$ cat config.mk
export PLATFORM = sky130hd
export DESIGN_NAME = load_store_unit
export DESIGN_NICKNAME = d
export VERILOG_FILES = /design/src/rtl/load_store_unit_pkg.sv /design/src/rtl/load_store_unit_byte_lane_formatter.sv /design/src/rtl/load_store_unit.sv
export SDC_FILE = /design/constraint.sdc
export NUM_CORES = 1
export LEC_CHECK = 0
export ABC_AREA = 1
export ABC_CLOCK_PERIOD_IN_PS = 1400
export BUFFER_PORTS_ARGS = -buffer_cell sky130_fd_sc_hd__clkbuf_2
export CAP_MARGIN = 20
export CORE_MARGIN = 1
export CORE_UTILIZATION = 30
export DETAILED_ROUTE_END_ITERATION = 12
export SKIP_CTS_REPAIR_TIMING = 1
export SLEW_MARGIN = 20
export SYNTH_ARGS = -nofsm -noshare
export SYNTH_HDL_FRONTEND = slang
export SYNTH_SLANG_ARGS = --single-unit
$ cat constraint.sdc
create_clock -name clock -period 1.4 [get_ports clock]
set_input_delay 0.28 -clock clock [delete_from_list [all_inputs] [get_ports clock]]
set_output_delay 0.28 -clock clock [all_outputs]
set_load 0.01 [all_outputs]
$ cat src/rtl/load_store_unit_pkg.sv
// Shared CPU-side definitions: memory geometry, request encodings and
// the load/store unit's FSM state type.
package CPU_package;

  localparam int DATA_WIDTH        = 16;
  localparam int ADDRESS_WIDTH     = 4;
  // Memory depth in words; addresses at or above this are rejected.
  localparam int ADDRESS_MAX_WIDTH = 12;

  typedef enum logic {
    MEM_LOAD  = 1'b0,
    MEM_STORE = 1'b1
  } mem_op_t;

  typedef enum logic {
    SIZE_WORD = 1'b0,
    SIZE_BYTE = 1'b1
  } mem_size_t;

  typedef enum logic [2:0] {
    IDLE    = 3'd0,
    READ    = 3'd1,
    CAPTURE = 3'd2,
    WRITE   = 3'd3,
    RESP    = 3'd4
  } lsu_state_t;

endpackage

$ cat src/rtl/load_store_unit_byte_lane_formatter.sv
// Byte-lane helper: extracts and extends a byte for loads, and merges a
// new byte into an existing word for read-modify-write stores.
module byte_lane_formatter (
  input  logic [15:0] word,
  input  logic        byte_hi,
  input  logic        is_signed,
  input  logic [7:0]  wdata_byte,
  output logic [15:0] load_data,
  output logic [15:0] store_data
);

  logic [7:0] lane;

  // Select the addressed byte, extend it, and build the merged store word
  always_comb begin
    lane       = byte_hi ? word[15:8] : word[7:0];
    load_data  = is_signed ? {{8{lane[7]}}, lane} : {8'h00, lane};
    store_data = byte_hi ? {wdata_byte, word[7:0]} : {word[15:8], wdata_byte};
  end

endmodule

$ cat src/rtl/load_store_unit.sv
// Serialized load/store controller in front of a memory with a registered
// read port. One request in flight; byte stores use read-modify-write.
module load_store_unit
  import CPU_package::*;
#(
  parameter int DATA_WIDTH        = CPU_package::DATA_WIDTH,
  parameter int ADDRESS_WIDTH     = CPU_package::ADDRESS_WIDTH,
  parameter int ADDRESS_MAX_WIDTH = CPU_package::ADDRESS_MAX_WIDTH
) (
  input  logic                     clock,
  input  logic                     reset_n,
  input  logic                     req_valid,
  output logic                     req_ready,
  input  mem_op_t                  req_op,
  input  mem_size_t                req_size,
  input  logic                     req_byte_hi,
  input  logic                     req_signed,
  input  logic [ADDRESS_WIDTH-1:0] req_address,
  input  logic [DATA_WIDTH-1:0]    req_wdata,
  output logic                     resp_valid,
  input  logic                     resp_ready,
  output logic [DATA_WIDTH-1:0]    resp_rdata,
  output logic                     resp_error,
  output logic [ADDRESS_WIDTH-1:0] dm_address,
  output logic                     dm_write_enable,
  output logic [DATA_WIDTH-1:0]    dm_data_write,
  output logic                     dm_read_enable,
  input  logic [DATA_WIDTH-1:0]    dm_data_read
);

  // One extra bit so the limit is representable even when the memory
  // fills the whole address space (the error path then never fires).
  localparam logic [ADDRESS_WIDTH:0] ADDR_LIMIT = (ADDRESS_WIDTH + 1)'(ADDRESS_MAX_WIDTH);

  lsu_state_t               state_q, state_d;
  mem_op_t                  op_q, op_d;
  mem_size_t                size_q, size_d;
  logic                     byte_hi_q, byte_hi_d;
  logic                     signed_q, signed_d;
  logic [DATA_WIDTH-1:0]    wdata_q, wdata_d;
  logic [DATA_WIDTH-1:0]    resp_rdata_q, resp_rdata_d;
  logic                     resp_error_q, resp_error_d;
  logic [ADDRESS_WIDTH-1:0] dm_address_q, dm_address_d;
  logic [DATA_WIDTH-1:0]    dm_data_write_q, dm_data_write_d;

  logic                     addr_error;
  logic [DATA_WIDTH-1:0]    fmt_load;
  logic [DATA_WIDTH-1:0]    fmt_store;

  assign addr_error = ({1'b0, req_address} >= ADDR_LIMIT);

  byte_lane_formatter u_formatter (
    .word       (dm_data_read),
    .byte_hi    (byte_hi_q),
    .is_signed  (signed_q),
    .wdata_byte (wdata_q[7:0]),
    .load_data  (fmt_load),
    .store_data (fmt_store)
  );

  // State and datapath registers
  always_ff @(posedge clock or negedge reset_n) begin
    if (!reset_n) begin
      state_q         <= IDLE;
      op_q            <= MEM_LOAD;
      size_q          <= SIZE_WORD;
      byte_hi_q       <= 1'b0;
      signed_q        <= 1'b0;
      wdata_q         <= '0;
      resp_rdata_q    <= '0;
      resp_error_q    <= 1'b0;
      dm_address_q    <= '0;
      dm_data_write_q <= '0;
    end else begin
      state_q         <= state_d;
      op_q            <= op_d;
      size_q          <= size_d;
      byte_hi_q       <= byte_hi_d;
      signed_q        <= signed_d;
      wdata_q         <= wdata_d;
      resp_rdata_q    <= resp_rdata_d;
      resp_error_q    <= resp_error_d;
      dm_address_q    <= dm_address_d;
      dm_data_write_q <= dm_data_write_d;
    end
  end

  // Next-state and datapath updates; memory-facing address/data only change
  // when a new access is about to be issued so they hold otherwise.
  always_comb begin
    state_d         = state_q;
    op_d            = op_q;
    size_d          = size_q;
    byte_hi_d       = byte_hi_q;
    signed_d        = signed_q;
    wdata_d         = wdata_q;
    resp_rdata_d    = resp_rdata_q;
    resp_error_d    = resp_error_q;
    dm_address_d    = dm_address_q;
    dm_data_write_d = dm_data_write_q;
    case (state_q)
      IDLE: begin
        if (req_valid) begin
          op_d         = req_op;
          size_d       = req_size;
          byte_hi_d    = req_byte_hi;
          signed_d     = req_signed;
          wdata_d      = req_wdata;
          resp_rdata_d = '0;
          resp_error_d = addr_error;
          if (addr_error) begin
            state_d = RESP;
          end else begin
            dm_address_d = req_address;
            if (req_op == MEM_STORE && req_size == SIZE_WORD) begin
              dm_data_write_d = req_wdata;
              state_d         = WRITE;
            end else begin
              state_d = READ;
            end
          end
        end
      end
      READ: state_d = CAPTURE;
      CAPTURE: begin
        if (op_q == MEM_LOAD) begin
          resp_rdata_d = (size_q == SIZE_WORD) ? dm_data_read : fmt_load;
          state_d      = RESP;
        end else begin
          dm_data_write_d = fmt_store;
          state_d         = WRITE;
        end
      end
      WRITE: state_d = RESP;
      RESP: begin
        if (resp_ready) state_d = IDLE;
      end
      default: state_d = IDLE;
    endcase
  end

  // Handshake flags and memory strobes decoded from the current state
  always_comb begin
    req_ready       = (state_q == IDLE);
    resp_valid      = (state_q == RESP);
    dm_read_enable  = (state_q == READ);
    dm_write_enable = (state_q == WRITE);
  end

  assign resp_rdata    = resp_rdata_q;
  assign resp_error    = resp_error_q;
  assign dm_address    = dm_address_q;
  assign dm_data_write = dm_data_write_q;

endmodule
==> results.py <==
metrics = {
    "logic_synthesis": {
        "synth_mux_area_frac": 0,
        "ys_ff_latch": 52,
        "synthSimpleGateAreaFrac": 0.4472,
        "synthDistinctLibCells": 22,
        "synth.top_cell.area_share": 0.4592,
        "synth.top_cells.by_area": "dfrtp_1, nand2_1, nand3_1",
        "synth_fa_ha_area_frac": 0,
        "ys_warn_count": 0,
        "synthXorXnorAreaFrac": 0,
        "syn_inst": 408,
        "syn_avg_cell_area_um2": 6.946,
        "seq_area_frac_synth": 0.4592,
        "syn-num-nets": 452,
        "synth-compound-area-share": 0.01678,
        "synth_top_family_by_area": "simple AND/OR/NAND/NOR gates",
        "synthesis.area_um2": 2834,
        "synth_top_area_cell": "dfrtp_1",
    },
    "finish": {
        "antennaDiodeCount": 0,
        "layout.cells.non_filler": 616,
        "final_common_cell": "nand2_1",
        "drive_above_1_share": 0.2673,
        "final_cell_mix": "nand2_1, clkbuf_2, dfrtp_1",
        "nFillCells": 1032,
        "num-nets-final": 548,
        "final_util": 0.3958,
        "syn2layout_area_growth_pct": 28.43,
    },
    "run": {
        "maxCapViolCount": 0,
    },
    "sta": {
        "fin_crit_sh": 1.140,
        "setup_viol": 37,
        "slew_viol_final": 0,
        "clock-skew-final_ps": 12.45,
        "rsz0062_at_grt": "true",
        "finalHoldViolCount": 0,
        "min_period_ps": 1596,
        "tightest_slew_ps": 321.0,
        "holdWs_ps": 159.6,
        "slew_headroom": 0.7860,
        "fmax_ghz": 0.6267,
        "worst_slack_ps": -195.7,
    },
    "power": {
        "vdd_drop_max_uv": 666.2,
        "cellPowerDensity_nw_per_um2": 2025,
        "p_leak_nw": 2.185,
    },
    "clock_network": {
        "clk_latency_ps": 310,
        "cts_tree": "done",
        "root_buffer": "clkbuf_8",
        "clockBufferDepth": 2,
        "clkSlewWorstSetupHoldPaths_ps": 100,
        "h-tree-depth": 2,
        "cts_sinks": 52,
        "numCtsBuffers": 5,
    },
    "global_routing": {
        "grt_use_total": 0.1571,
        "antenna_found_initial": 0,
        "grt_pass1_vias": 2573,
        "grt_max_degree": 53,
        "grt.overflow.total": 0,
        "grt_pass1_wl_um": 12250,
    },
    "place": {
        "place.gp.congestion": 0.7531,
        "post-place-cells": 601,
        "port_buffers": 84,
        "dpl.hpwl_um": 5799,
    },
    "die": {
        "die_y_um": 99.20,
        "start_util": 0.3082,
        "rows": 35,
        "pin_count": 85,
        "core_um2": 9196,
        "die_area_um2": 9840,
        "die_w_um": 99.20,
    },
    "critical_path": {
        "crit_type": "reg -> out",
        "endpoint_kind": "output pin",
        "arrival_ps": 1320,
        "startpoint_type": "register",
        "required_ps": 1120,
        "crit_fanout": 5,
    },
    "status": {
        "violations": "setup timing",
        "status": "complete, but fails checks",
    },
    "route": {
        "dr.pass1.iters": 4,
        "num_vias": 2775,
        "drt-wirelength-per-cell_um": 12.41,
        "wl_um": 7644,
        "detail-route-antenna-nets": 0,
        "drc": 0,
        "vias_per_cell": 4.505,
        "drt_iter0_markers": 149,
    },
    "worst_hold_path": {
        "hp-class": "in -> reg",
    },
}
[sequential cells by signal, summed over array words and instances (netlist names)]
register,cells
dm_data_write,16
resp_rdata,16
wdata_q,8
dm_address,4
state_q,3
byte_hi_q,1
op_q,1
resp_error,1
signed_q,1
size_q,1
[synthesized netlist by cell type (all sizes together)]
cell    number
nand2      212
dfrtp       52
nor2        47
nand3       46
inv         22
buf         16
o21ai        5
a21oi        3
clkbuf       2
clkinv       1
nor3         1
o21a         1
[worst max-delay path: stages (launching register included)]
cell	delay, ps
dfrtp_1	430
inv_2	110
nand2_4	70
nor2_4	160
buf_6	130
buf_6	90
[through the flow]
step           instance area, µm²  worst slack (ps)  power (mW)  setup TNS [ps]
3_3_place_gp                 3447             52.26       6.221               0
3_5_place_dp                 3447             19.48       6.296               0
2_1_floorplan                2834             88.42       5.001               0
5_1_grt                      3640            -237.1       8.059           -5947
4_1_cts                      3545            -246.4       7.242          -634.9
6_report                     3640            -195.7       7.370           -2278
[where the power goes]
| part | internal (mW) | switching (mW) |
|---|---|---|
| clock | 0.401 | 0.522 |
| combinational | 1.54 | 2.30 |
| sequential | 2.17 | 0.443 |
| total | 4.10 | 3.27 |
[per-layer routing]
metal,GRT usage,share of wire
met1,0.2106,0.47
met2,0.2566,0.46
met3,0.02952,0.051
met4,0.05204,0.014
met5,0,0
[cell type report]
| cell class | instances | area [µm²] | area share |
|---|---|---|---|
| sequential | 52 | 1303 | 0.3579 |
| inverter | 23 | 88.84 | 0.02441 |
| clock buffer | 6 | 82.58 | 0.02269 |
| clock inverter | 2 | 15.01 | 0.004125 |
| timing repair buffer | 107 | 668.1 | 0.1836 |
| multi-input combinational | 315 | 1344 | 0.3692 |
| tap | 111 | 138.9 | 0.03816 |
[final timing paths]
check                                     to               from  slack (ps)  cells after the start
setup / recovery                   req_ready         state_q[2]        -200                      5
hold / removal                 dm_address[0]     req_address[0]         160                      3
setup reg to reg           dm_data_write[10]         state_q[0]         -90                      8
hold reg to reg            dm_data_write[15]  dm_data_write[15]         480                      2
max in group asynchronous         state_q[1]            reset_n         650                      3
min in group asynchronous  dm_data_write[15]            reset_n         500                      3
[kinds of logic (layout without fill, tap and decap cells)]
logic type	Yosys count	count (layout)
AO/OA/AOI/OAI	9	9
flip-flops	52	52
buffers and inverters	41	138
AND/OR/NAND/NOR	306	306
(Power assumes the default switching activity.)
